[config.mk]
export PLATFORM = sky130hd
export DESIGN_NAME = layer_tile_controller_flat
export DESIGN_NICKNAME = d
export VERILOG_FILES = /design/src/rtl/layer_tile_controller_if.sv /design/src/rtl/layer_tile_controller.sv /design/src/flat_wrapper.sv
export SDC_FILE = /design/constraint.sdc
export NUM_CORES = 2
export LEC_CHECK = 0
export BUFFER_PORTS_ARGS = -buffer_cell sky130_fd_sc_hd__buf_2
export CAP_MARGIN = 40
export CORE_AREA = 3 3 759 761
export DETAILED_ROUTE_END_ITERATION = 12
export DIE_AREA = 0 0 762 764
export HOLD_SLACK_MARGIN = 0.05
export SYNTH_ARGS = -nofsm -noshare
export SYNTH_HDL_FRONTEND = slang
export SYNTH_SLANG_ARGS = --single-unit
[constraint.sdc]
create_clock -name clk -period 82.6 [get_ports clk]
set_input_delay 20.65 -clock clk [delete_from_list [all_inputs] [get_ports clk]]
set_output_delay 20.65 -clock clk [all_outputs]
set_load 0.1 [all_outputs]
[src/rtl/layer_tile_controller_if.sv]
// layer_tile_controller_if: groups the controller's host, SRAM, buffer, PE and index signals
// Latency: none, wiring only
// Backpressure: none of its own; master drives the controller inputs, slave is the controller side
interface layer_tile_controller_if #(
  parameter int IDX_W   = 896,
  parameter int BUF_AW  = 6,
  parameter int SRAM_AW = 16,
  parameter int TILE_W  = 8
);
  // controller inputs
  logic               start;
  logic [TILE_W-1:0]  num_tiles;
  logic               empty;
  logic               dispatcher_done;
  logic               zcip_done;
  logic               pe_done;
  logic               index_en;
  logic [IDX_W-1:0]   index_in;

  // controller outputs
  logic               sram_en;
  logic [SRAM_AW-1:0] sram_w_rd_addr;
  logic [SRAM_AW-1:0] sram_a_rd_addr;
  logic [SRAM_AW-1:0] sram_wr_addr;
  logic               sram_wr_en;
  logic               buf_wr_en;
  logic [BUF_AW-1:0]  buf_w_wr_addr;
  logic [BUF_AW-1:0]  buf_a_wr_addr;
  logic [BUF_AW-1:0]  buf_w_rd_addr;
  logic [BUF_AW-1:0]  buf_a_rd_addr;
  logic               buf_rd_en;
  logic               sign_en;
  logic [1:0]         acc_en;
  logic [IDX_W-1:0]   index_vector;
  logic               index_ready;
  logic               index_ovf;
  logic               busy;
  logic               done;
  logic [31:0]        perf_busy_cyc;
  logic [31:0]        perf_stall_cyc;

  modport master (
    output start, num_tiles, empty, dispatcher_done, zcip_done, pe_done, index_en, index_in,
    input  sram_en, sram_w_rd_addr, sram_a_rd_addr, sram_wr_addr, sram_wr_en,
           buf_wr_en, buf_w_wr_addr, buf_a_wr_addr, buf_w_rd_addr, buf_a_rd_addr, buf_rd_en,
           sign_en, acc_en, index_vector, index_ready, index_ovf, busy, done,
           perf_busy_cyc, perf_stall_cyc
  );

  modport slave (
    input  start, num_tiles, empty, dispatcher_done, zcip_done, pe_done, index_en, index_in,
    output sram_en, sram_w_rd_addr, sram_a_rd_addr, sram_wr_addr, sram_wr_en,
           buf_wr_en, buf_w_wr_addr, buf_a_wr_addr, buf_w_rd_addr, buf_a_rd_addr, buf_rd_en,
           sign_en, acc_en, index_vector, index_ready, index_ovf, busy, done,
           perf_busy_cyc, perf_stall_cyc
  );
endinterface

[src/rtl/layer_tile_controller.sv]
// layer_tile_controller: per-tile sequencer (SRAM fetch, buffer fill, dispatch, compute, writeback) with ping-pong index banks
// Latency: at least 6 cycles per tile plus one DONE cycle; a zero-tile layer goes IDLE->DONE->IDLE
// Backpressure: holds in FETCH_SRAM while empty, in each wait state until its done strobe; index writes while both banks are full are dropped and flag index_ovf
// Optional feature macro: LAYER_CTRL_PERF_CNT_EN enables the busy/stall performance counters
module layer_tile_controller #(
  parameter int IDX_W   = 896,
  parameter int BUF_AW  = 6,
  parameter int SRAM_AW = 16,
  parameter int TILE_W  = 8
) (
  input logic                    clk,
  input logic                    rst,
  layer_tile_controller_if.slave bus
);

  typedef enum logic [2:0] {
    IDLE, FETCH_SRAM, UPDATE_BUF, FETCH_DATA, DISPATCH, COMPUTE, WRITEBACK, DONE
  } state_t;

  state_t state, state_next;

  logic [SRAM_AW-1:0] sram_w_rd_cnt, sram_a_rd_cnt, sram_wr_cnt;
  logic [BUF_AW-1:0]  buf_w_wr_addr_q, buf_a_wr_addr_q, buf_rd_cnt;
  logic [TILE_W-1:0]  tile_cnt, num_tiles_q;
  logic [IDX_W-1:0]   bank [2];
  logic [1:0]         bank_vld, bank_vld_next;
  logic               wr_ptr, rd_ptr;
  logic               index_ovf_q;

  logic start_ok, fetch_go, disp_go, pe_go, last_tile;
  logic bank_any, index_ready, index_wr;

  logic       sram_en, sram_wr_en, buf_wr_en, buf_rd_en, sign_en, busy, done;
  logic [1:0] acc_en;

  assign bank_any    = |bank_vld;
  assign index_ready = ~&bank_vld;
  assign index_wr    = bus.index_en & index_ready;
  assign last_tile   = (tile_cnt == num_tiles_q - TILE_W'(1));

  // State register
  always_ff @(posedge clk) begin
    if (rst) state <= IDLE;
    else     state <= state_next;
  end

  // Next-state decode and per-state output strobes
  always_comb begin
    state_next = state;
    start_ok   = 1'b0;
    fetch_go   = 1'b0;
    disp_go    = 1'b0;
    pe_go      = 1'b0;
    sram_en    = 1'b0;
    sram_wr_en = 1'b0;
    buf_wr_en  = 1'b0;
    buf_rd_en  = 1'b0;
    sign_en    = 1'b0;
    acc_en     = 2'b00;
    done       = 1'b0;
    busy       = (state != IDLE);
    case (state)
      IDLE: begin
        if (bus.start) begin
          start_ok   = 1'b1;
          state_next = (bus.num_tiles != '0) ? FETCH_SRAM : DONE;
        end
      end
      FETCH_SRAM: begin
        sram_en = 1'b1;
        if (!bus.empty) begin
          fetch_go   = 1'b1;
          state_next = UPDATE_BUF;
        end
      end
      UPDATE_BUF: begin
        buf_wr_en  = 1'b1;
        state_next = FETCH_DATA;
      end
      FETCH_DATA: begin
        buf_rd_en = 1'b1;
        if (bus.dispatcher_done) begin
          disp_go    = 1'b1;
          state_next = DISPATCH;
        end
      end
      DISPATCH: begin
        sign_en = 1'b1;
        if (bus.zcip_done && bank_any) state_next = COMPUTE;
      end
      COMPUTE: begin
        acc_en = 2'b11;
        if (bus.pe_done) begin
          pe_go      = 1'b1;
          state_next = WRITEBACK;
        end
      end
      WRITEBACK: begin
        sram_wr_en = 1'b1;
        state_next = last_tile ? DONE : FETCH_SRAM;
      end
      DONE: begin
        done       = 1'b1;
        state_next = IDLE;
      end
      default: state_next = IDLE;
    endcase
  end

  // Address counters, tile count and the layer's sampled tile total
  always_ff @(posedge clk) begin
    if (rst) begin
      sram_w_rd_cnt   <= '0;
      sram_a_rd_cnt   <= '0;
      sram_wr_cnt     <= '0;
      buf_w_wr_addr_q <= '0;
      buf_a_wr_addr_q <= '0;
      buf_rd_cnt      <= '0;
      tile_cnt        <= '0;
      num_tiles_q     <= '0;
    end else begin
      if (start_ok) begin
        tile_cnt    <= '0;
        num_tiles_q <= bus.num_tiles;
      end else if (state == WRITEBACK && !last_tile) begin
        tile_cnt <= tile_cnt + TILE_W'(1);
      end
      if (fetch_go) begin
        // buffer write address is the address the SRAM word was read from
        buf_w_wr_addr_q <= sram_w_rd_cnt[BUF_AW-1:0];
        buf_a_wr_addr_q <= sram_a_rd_cnt[BUF_AW-1:0];
        sram_w_rd_cnt   <= sram_w_rd_cnt + SRAM_AW'(1);
        sram_a_rd_cnt   <= sram_a_rd_cnt + SRAM_AW'(1);
      end
      if (disp_go) buf_rd_cnt <= buf_rd_cnt + BUF_AW'(1);
      if (state == WRITEBACK) sram_wr_cnt <= sram_wr_cnt + SRAM_AW'(1);
    end
  end

  // Bank valid update: compute's release and a new write may land in the same cycle
  always_comb begin
    bank_vld_next = bank_vld;
    if (pe_go)    bank_vld_next[rd_ptr] = 1'b0;
    if (index_wr) bank_vld_next[wr_ptr] = 1'b1;
  end

  // Ping-pong index banks and their pointers
  always_ff @(posedge clk) begin
    if (rst) begin
      bank_vld <= '0;
      wr_ptr   <= 1'b0;
      rd_ptr   <= 1'b0;
      bank[0]  <= '0;
      bank[1]  <= '0;
    end else begin
      bank_vld <= bank_vld_next;
      if (index_wr) begin
        bank[wr_ptr] <= bus.index_in;
        wr_ptr       <= ~wr_ptr;
      end
      if (pe_go) rd_ptr <= ~rd_ptr;
    end
  end

  // Sticky drop flag; a drop in the same cycle as a start keeps it set
  always_ff @(posedge clk) begin
    if (rst)                              index_ovf_q <= 1'b0;
    else if (bus.index_en && !index_ready) index_ovf_q <= 1'b1;
    else if (start_ok)                    index_ovf_q <= 1'b0;
  end

`ifdef LAYER_CTRL_PERF_CNT_EN
  logic [31:0] perf_busy_q, perf_stall_q;
  logic        stall_now;

  assign stall_now = (state == FETCH_SRAM && bus.empty) || (state == DISPATCH && !bank_any);

  // Saturating busy and stall cycle counters, cleared per layer
  always_ff @(posedge clk) begin
    if (rst || start_ok) begin
      perf_busy_q  <= '0;
      perf_stall_q <= '0;
    end else begin
      if (busy && perf_busy_q != 32'hFFFF_FFFF)       perf_busy_q  <= perf_busy_q + 32'd1;
      if (stall_now && perf_stall_q != 32'hFFFF_FFFF) perf_stall_q <= perf_stall_q + 32'd1;
    end
  end

  assign bus.perf_busy_cyc  = perf_busy_q;
  assign bus.perf_stall_cyc = perf_stall_q;
`else
  assign bus.perf_busy_cyc  = 32'd0;
  assign bus.perf_stall_cyc = 32'd0;
`endif

  assign bus.sram_en        = sram_en;
  assign bus.sram_w_rd_addr = sram_w_rd_cnt;
  assign bus.sram_a_rd_addr = sram_a_rd_cnt;
  assign bus.sram_wr_addr   = sram_wr_cnt;
  assign bus.sram_wr_en     = sram_wr_en;
  assign bus.buf_wr_en      = buf_wr_en;
  assign bus.buf_w_wr_addr  = buf_w_wr_addr_q;
  assign bus.buf_a_wr_addr  = buf_a_wr_addr_q;
  assign bus.buf_w_rd_addr  = buf_rd_cnt;
  assign bus.buf_a_rd_addr  = buf_rd_cnt;
  assign bus.buf_rd_en      = buf_rd_en;
  assign bus.sign_en        = sign_en;
  assign bus.acc_en         = acc_en;
  assign bus.index_vector   = (state == COMPUTE) ? bank[rd_ptr] : '0;
  assign bus.index_ready    = index_ready;
  assign bus.index_ovf      = index_ovf_q;
  assign bus.busy           = busy;
  assign bus.done           = done;

endmodule

[src/flat_wrapper.sv]
// flat-port wrapper written by rule: the top's interface ports become plain ports
module layer_tile_controller_flat 
#(
  parameter int IDX_W   = 896,
  parameter int BUF_AW  = 6,
  parameter int SRAM_AW = 16,
  parameter int TILE_W  = 8
)
  (clk, rst, bus_start, bus_num_tiles, bus_empty, bus_dispatcher_done, bus_zcip_done, bus_pe_done, bus_index_en, bus_index_in, bus_sram_en, bus_sram_w_rd_addr, bus_sram_a_rd_addr, bus_sram_wr_addr, bus_sram_wr_en, bus_buf_wr_en, bus_buf_w_wr_addr, bus_buf_a_wr_addr, bus_buf_w_rd_addr, bus_buf_a_rd_addr, bus_buf_rd_en, bus_sign_en, bus_acc_en, bus_index_vector, bus_index_ready, bus_index_ovf, bus_busy, bus_done, bus_perf_busy_cyc, bus_perf_stall_cyc);
  layer_tile_controller_if #(.IDX_W(IDX_W), .BUF_AW(BUF_AW), .SRAM_AW(SRAM_AW), .TILE_W(TILE_W)) bus_i ();
  input logic clk;
  input logic rst;
  input wire logic [$bits(bus_i.start)-1:0] bus_start;
  input wire logic [$bits(bus_i.num_tiles)-1:0] bus_num_tiles;
  input wire logic [$bits(bus_i.empty)-1:0] bus_empty;
  input wire logic [$bits(bus_i.dispatcher_done)-1:0] bus_dispatcher_done;
  input wire logic [$bits(bus_i.zcip_done)-1:0] bus_zcip_done;
  input wire logic [$bits(bus_i.pe_done)-1:0] bus_pe_done;
  input wire logic [$bits(bus_i.index_en)-1:0] bus_index_en;
  input wire logic [$bits(bus_i.index_in)-1:0] bus_index_in;
  output wire logic [$bits(bus_i.sram_en)-1:0] bus_sram_en;
  output wire logic [$bits(bus_i.sram_w_rd_addr)-1:0] bus_sram_w_rd_addr;
  output wire logic [$bits(bus_i.sram_a_rd_addr)-1:0] bus_sram_a_rd_addr;
  output wire logic [$bits(bus_i.sram_wr_addr)-1:0] bus_sram_wr_addr;
  output wire logic [$bits(bus_i.sram_wr_en)-1:0] bus_sram_wr_en;
  output wire logic [$bits(bus_i.buf_wr_en)-1:0] bus_buf_wr_en;
  output wire logic [$bits(bus_i.buf_w_wr_addr)-1:0] bus_buf_w_wr_addr;
  output wire logic [$bits(bus_i.buf_a_wr_addr)-1:0] bus_buf_a_wr_addr;
  output wire logic [$bits(bus_i.buf_w_rd_addr)-1:0] bus_buf_w_rd_addr;
  output wire logic [$bits(bus_i.buf_a_rd_addr)-1:0] bus_buf_a_rd_addr;
  output wire logic [$bits(bus_i.buf_rd_en)-1:0] bus_buf_rd_en;
  output wire logic [$bits(bus_i.sign_en)-1:0] bus_sign_en;
  output wire logic [$bits(bus_i.acc_en)-1:0] bus_acc_en;
  output wire logic [$bits(bus_i.index_vector)-1:0] bus_index_vector;
  output wire logic [$bits(bus_i.index_ready)-1:0] bus_index_ready;
  output wire logic [$bits(bus_i.index_ovf)-1:0] bus_index_ovf;
  output wire logic [$bits(bus_i.busy)-1:0] bus_busy;
  output wire logic [$bits(bus_i.done)-1:0] bus_done;
  output wire logic [$bits(bus_i.perf_busy_cyc)-1:0] bus_perf_busy_cyc;
  output wire logic [$bits(bus_i.perf_stall_cyc)-1:0] bus_perf_stall_cyc;
  assign bus_i.start = bus_start;
  assign bus_i.num_tiles = bus_num_tiles;
  assign bus_i.empty = bus_empty;
  assign bus_i.dispatcher_done = bus_dispatcher_done;
  assign bus_i.zcip_done = bus_zcip_done;
  assign bus_i.pe_done = bus_pe_done;
  assign bus_i.index_en = bus_index_en;
  assign bus_i.index_in = bus_index_in;
  assign bus_sram_en = bus_i.sram_en;
  assign bus_sram_w_rd_addr = bus_i.sram_w_rd_addr;
  assign bus_sram_a_rd_addr = bus_i.sram_a_rd_addr;
  assign bus_sram_wr_addr = bus_i.sram_wr_addr;
  assign bus_sram_wr_en = bus_i.sram_wr_en;
  assign bus_buf_wr_en = bus_i.buf_wr_en;
  assign bus_buf_w_wr_addr = bus_i.buf_w_wr_addr;
  assign bus_buf_a_wr_addr = bus_i.buf_a_wr_addr;
  assign bus_buf_w_rd_addr = bus_i.buf_w_rd_addr;
  assign bus_buf_a_rd_addr = bus_i.buf_a_rd_addr;
  assign bus_buf_rd_en = bus_i.buf_rd_en;
  assign bus_sign_en = bus_i.sign_en;
  assign bus_acc_en = bus_i.acc_en;
  assign bus_index_vector = bus_i.index_vector;
  assign bus_index_ready = bus_i.index_ready;
  assign bus_index_ovf = bus_i.index_ovf;
  assign bus_busy = bus_i.busy;
  assign bus_done = bus_i.done;
  assign bus_perf_busy_cyc = bus_i.perf_busy_cyc;
  assign bus_perf_stall_cyc = bus_i.perf_stall_cyc;
  layer_tile_controller #(.IDX_W(IDX_W), .BUF_AW(BUF_AW), .SRAM_AW(SRAM_AW), .TILE_W(TILE_W)) u_core (.clk(clk), .rst(rst), .bus(bus_i));
endmodule
Yosys cells after proc, flatten, opt, wreduce, memory -nomap -nowiden. Memories as Yosys holds them, arrays and structs flattened. A register that Yosys moved wholly into a read port is not among the register bits. Cells that the tools add are included.

Output and inout bits: 1043. Memories kept: 1. Bits in writable memories: 1792. Bits in registers: 90. Logic and storage cells: 101.

Reductions and logical operators: 16. Order comparisons: 4. Bitwise logic cells: 6. Equal/unequal tests: 13. Muxes and demuxes: 42. Add/sub/neg operators: 6.

Memory list: u_core.bank (words 2, width 896, rd ports 1, clocked after memory_dff 1, wr ports 2, RTL line layer_tile_controller.sv:25) `logic [IDX_W-1:0] bank [2];`.

Operators by type and width (count): $mux W896 (2); $reduce_or A896 Y1 (1); $add A16 B1 Y16 const B (3); $mux W1 (27); $pmux W3 S8 (1); $mux W3 (7); $eq A3 B3 Y1 const B (4); $add A8 B1 Y8 const B (1); $eq A8 B8 Y1 (1); $ne A2 B2 Y1 const B (4); $reduce_bool A8 Y1 (1); $sub A8 B1 Y8 const B (1); $add A6 B1 Y6 const B (1); $eq A3 B2 Y1 const B (2); $mux W2 (3); $logic_and A1 B1 Y1 (5); $reduce_and A5 Y1 (1); $lt A1 B2 Y1 const B (2); $reduce_or A2 Y1 (2); $eq A3 B1 Y1 const B (1); $logic_not A3 Y1 (1); $reduce_bool A3 Y1 (1); $and A2 B2 Y2 (1); $demux W1 S1 (2); 9 further kinds (12).

Depth between registers and ports, before layout.
Word-level depth: 9. Mapped depth: 9.

Least setup slack after synthesis. No wires, ideal clock.

Kind: input-to-reg. Start: in bus_index_en. End: mem u_core.bank[0][0] (enable). Setup slack: 41141 ps. Required time: 76405 ps. Stages: 3. Arrival time: 35264 ps. Library setup time: 6195 ps. Cell sequence: nand2_1 or2_2 nand2_1.

RTL lines: start, declared (RTL line flat_wrapper.sv:19) `input wire logic [$bits(bus_i.index_en)-1:0] bus_index_en;`; end, declared (RTL line layer_tile_controller.sv:25).

==> flow_metrics.py <==
metrics = {
    "routing": {
        "drt-initial-drc-count": 4652,
        "drtPass1Iterations": 5,
        "wire_per_inst_um": 29.8,
        "drc": 0,
        "vias": 58215,
        "wirelength_um": 477000,
        "vias_per_cell": 3.63,
        "antenna_left": 0,
    },
    "power_and_ir_drop": {
        "p_sw_frac": 0.312,
        "power_frac_comb": 0.176,
        "power_leakage_nw": 41.6,
        "p_clk_frac": 0.388,
        "p_int_w": 0.00180,
        "p_seq_frac": 0.436,
        "totalPowerFinal_w": 0.00261,
        "p_switching_w": 0.000814,
        "peakVddDrop_v": 0.0000181,
        "power_density_nw_per_um2": 23.8,
    },
    "critical_path": {
        "path_cells": "buf_4 > buf_12 > buf_4 > buf_4 > buf_4 > buf_16 > mux2i_1 > nor2_1 > buf_2",
        "worstSetupStartpointType": "register",
        "worstSetupEndpoint": "bus_index_vector[481]",
        "critPathSlowestCell": "buf_4",
        "worst_r2r_endpoint": "u_core.bank[1][260]",
        "crit_family": "buffers and inverters",
        "rr_startpoint": "u_core.bank_vld[0]",
        "arrival_ns": 6.08,
        "path_class": "reg -> out",
        "critPathCaptureType": "output port",
        "cp.depth": 9,
        "required_ns": 61.95,
        "reg2reg_slack_ns": 76.34,
        "worst-path-buf-inv": 7,
        "critPathMaxFanout": 75,
        "cpMostUsedCell": "buf_4",
        "max_stage_delay_ns": 0.80,
        "worstRegToRegCells": 10,
    },
    "clock_tree": {
        "tritoncts": "done",
        "hold_buffers": 0,
        "htreeDepth": 4,
        "post_cts_buffers": 0,
        "numCtsBuffers": 225,
        "root_buffer": "clkbuf_16",
        "cts_resized": 0,
        "clkLatencyLatePin_ns": 0.96,
        "clock-sinks": 1883,
        "cts.clk_slew.worst_paths_ns": 0.06,
        "clock_path_buffers": 4,
    },
    "logic_synthesis": {
        "synthMuxAreaShare": 0.108,
        "synth_top_family_by_area": "simple AND/OR/NAND/NOR gates",
        "synth_adder_area_share": 0.000898,
        "synth_edf_count": 1792,
        "ys_warn_count": 0,
        "synthArstFlopShare": 0,
        "syn-cell-area_um2": 83600,
        "synth-seq-cells": 1883,
        "synth-xor-area-share": 0.00587,
        "synth_cells": 6327,
        "yosysTopAreaCellShare": 0.644,
        "ys.flop_type": "edfxtp_1",
        "ys_seq_area_frac": 0.666,
        "synth.avg_cell_area_um2": 13.2,
        "yosysMostFrequentCell": "and2_1",
        "synth_area_leaders": "edfxtp_1 (64%), and2_1 (13%), mux2i_1 (11%), nor2_1 (4.3%), dfxtp_1 (2.2%)",
        "ys_top_cells_by_count": "and2_1 (1,796), edfxtp_1 (1,792), nor2_1 (953)",
        "ys_types": 49,
        "synthSimpleGateAreaFrac": 0.189,
        "synth_compound_area_frac": 0.00439,
        "synth_top_area_cell": "edfxtp_1",
    },
    "final_layout": {
        "syn_to_final_growth_pct": 31.4,
        "fill_cells": 61993,
        "utilization": 0.193,
        "nets": 9076,
        "drive_gt1_frac": 0.285,
    },
    "outcome": {
        "status": "finished, final reports clean",
    },
    "global_routing": {
        "grt_pass1_vias": 56042,
        "antenna_found_initial": 434,
        "grt-ovfl-total": 0,
        "grt_usage": 0.156,
        "grt_max_degree": 181,
        "grt_pass1_wl_um": 597000,
    },
    "timing": {
        "setup_violations": 0,
        "max_freq_mhz": 37.4,
        "setup_ws_ns": 55.87,
        "finalCritPeriodShare": 0.324,
        "period_needed_ns": 26.73,
        "finalClockSkew_ns": 0.0758,
        "finalSetupTns_ns": 0,
        "tightest_slew_ns": 1.10,
        "rsz0062_at_grt": "false",
        "finalHoldViolCount": 0,
        "relSlewSlack": 0.270,
        "slew_violations": 0,
    },
    "placed_design": {
        "numPortBuffers": 1890,
        "gp_congestion": 0.951,
        "dp_slack_ns": 55.35,
        "hpwl_um": 389000,
    },
    "floorplanning": {
        "die_x_um": 762,
        "ios": 1955,
        "die_h_um": 764,
        "initial_utilization": 0.147,
        "coreArea_um2": 569000,
        "dieArea_um2": 582000,
        "num_rows": 277,
    },
    "run": {
        "cap_violations": 0,
    },
    "worst_hold_path": {
        "hold_class": "reg -> reg",
    },
}
## logic make-up after synthesis
group           after synthesis
fa+ha+maj                     6
mux                         900
compound gates               66
xor+xnor                     56
flops                      1883
other cells                   1
simple gates               2919
buf+inv                     496
## metal layers
layer / wire, µm / global-route usage / vias to the layer above
met5: 1180 / 0 / -
met4: 22900 / 0.0606 / 170
met3: 52100 / 0.0691 / 1019
met2: 213000 / 0.248 / 2870
met1: 187000 / 0.184 / 28648
li1: - / - / 25508
## worst min-delay path by stage
stage	to	start	depth (start not counted)	slack [ns]
after floorplan	u_core.num_tiles_q[7]	u_core.num_tiles_q[7]	2	0.45
after global placement	u_core.bus.buf_a_wr_addr[2]	u_core.bus.buf_a_wr_addr[2]	2	0.45
after detailed placement	u_core.bus.buf_a_wr_addr[0]	u_core.bus.buf_a_wr_addr[0]	2	0.45
after CTS	u_core.bus.buf_a_wr_addr[0]	u_core.bus.buf_a_wr_addr[0]	2	0.46
after global routing	u_core.bus.buf_a_wr_addr[0]	u_core.bus.buf_a_wr_addr[0]	2	0.47
final	u_core.bus.buf_a_wr_addr[0]	u_core.bus.buf_a_wr_addr[0]	2	0.46
## worst register-to-register path, cell delays in order (launching register included)
cell and delay, ns:
dfxtp_1 0.35, nand2_1 0.15, nand2_1 0.19, nor3b_4 0.27, or2_4 0.65, buf_4 0.76
buf_4 0.75, buf_4 0.64, buf_4 0.70, buf_4 0.71, buf_4 0.70
## area by class of cell
type	instances	area, µm²	share of cell area
diodes	139	348	0.00317
clock buffers	279	5930	0.0540
clock inverters	138	1500	0.0136
inverters	7	26.3	0.000239
multi-input cells	4011	26000	0.236
flip-flops and latches	1883	55600	0.507
well taps	7533	9430	0.0858
repair buffers	2030	11000	0.100
## stage by stage
stage	instances	hold WS [ns]	cell area (µm²)
detailed placement	15458	0.447	102000
global placement	15417	0.445	101000
global route	15949	0.469	110000
CTS	15875	0.456	109000
floorplan	6390	0.449	83800
finish	16020	0.460	110000
## registers in the layout, indices dropped and copies added, names as in the netlist, named ones only
register                   cells
u_core.bank_vld                2
u_core.bus.buf_w_wr_addr       6
u_core.bus.index_ovf           1
u_core.state                   3
u_core.num_tiles_q             8
u_core.bank                 1792
u_core.bus.sram_a_rd_addr     16
u_core.bus.sram_w_rd_addr     16
u_core.rd_ptr                  1
u_core.wr_ptr                  1
u_core.bus.buf_a_rd_addr       6
u_core.bus.sram_wr_addr       16
u_core.bus.buf_a_wr_addr       6
u_core.tile_cnt                8
## layout by cell type (no fill, tap or decap), types with 38 or more instances in the layout
master     netlist  layout
nand2_1         78      76
buf_2           70    1889
conb_1           1      64
and2_1        1796    1796
buf_4           71     107
nor2_1         953     953
diode_2          0     139
a21oi_1         38      38
edfxtp_1      1792    1792
dfxtp_1         91      90
clkbuf_1       339      49
clkinv_2         0      38
clkbuf_16        0     229
mux2i_1        900     900
## power by group through the flow
stage | Clock [W] | Combinational (W) | Sequential, W
5_1_grt | 0.00108 | 0.000483 | 0.00114
3_5_place_dp | 0 | 0.000467 | 0.00116
6_report | 0.00101 | 0.000461 | 0.00114
4_1_cts | 0.00104 | 0.000468 | 0.00114
2_1_floorplan | 0 | 0.000300 | 0.00119
3_3_place_gp | 0 | 0.000460 | 0.00116
Note: power is estimated with default switching activity, not from simulation.
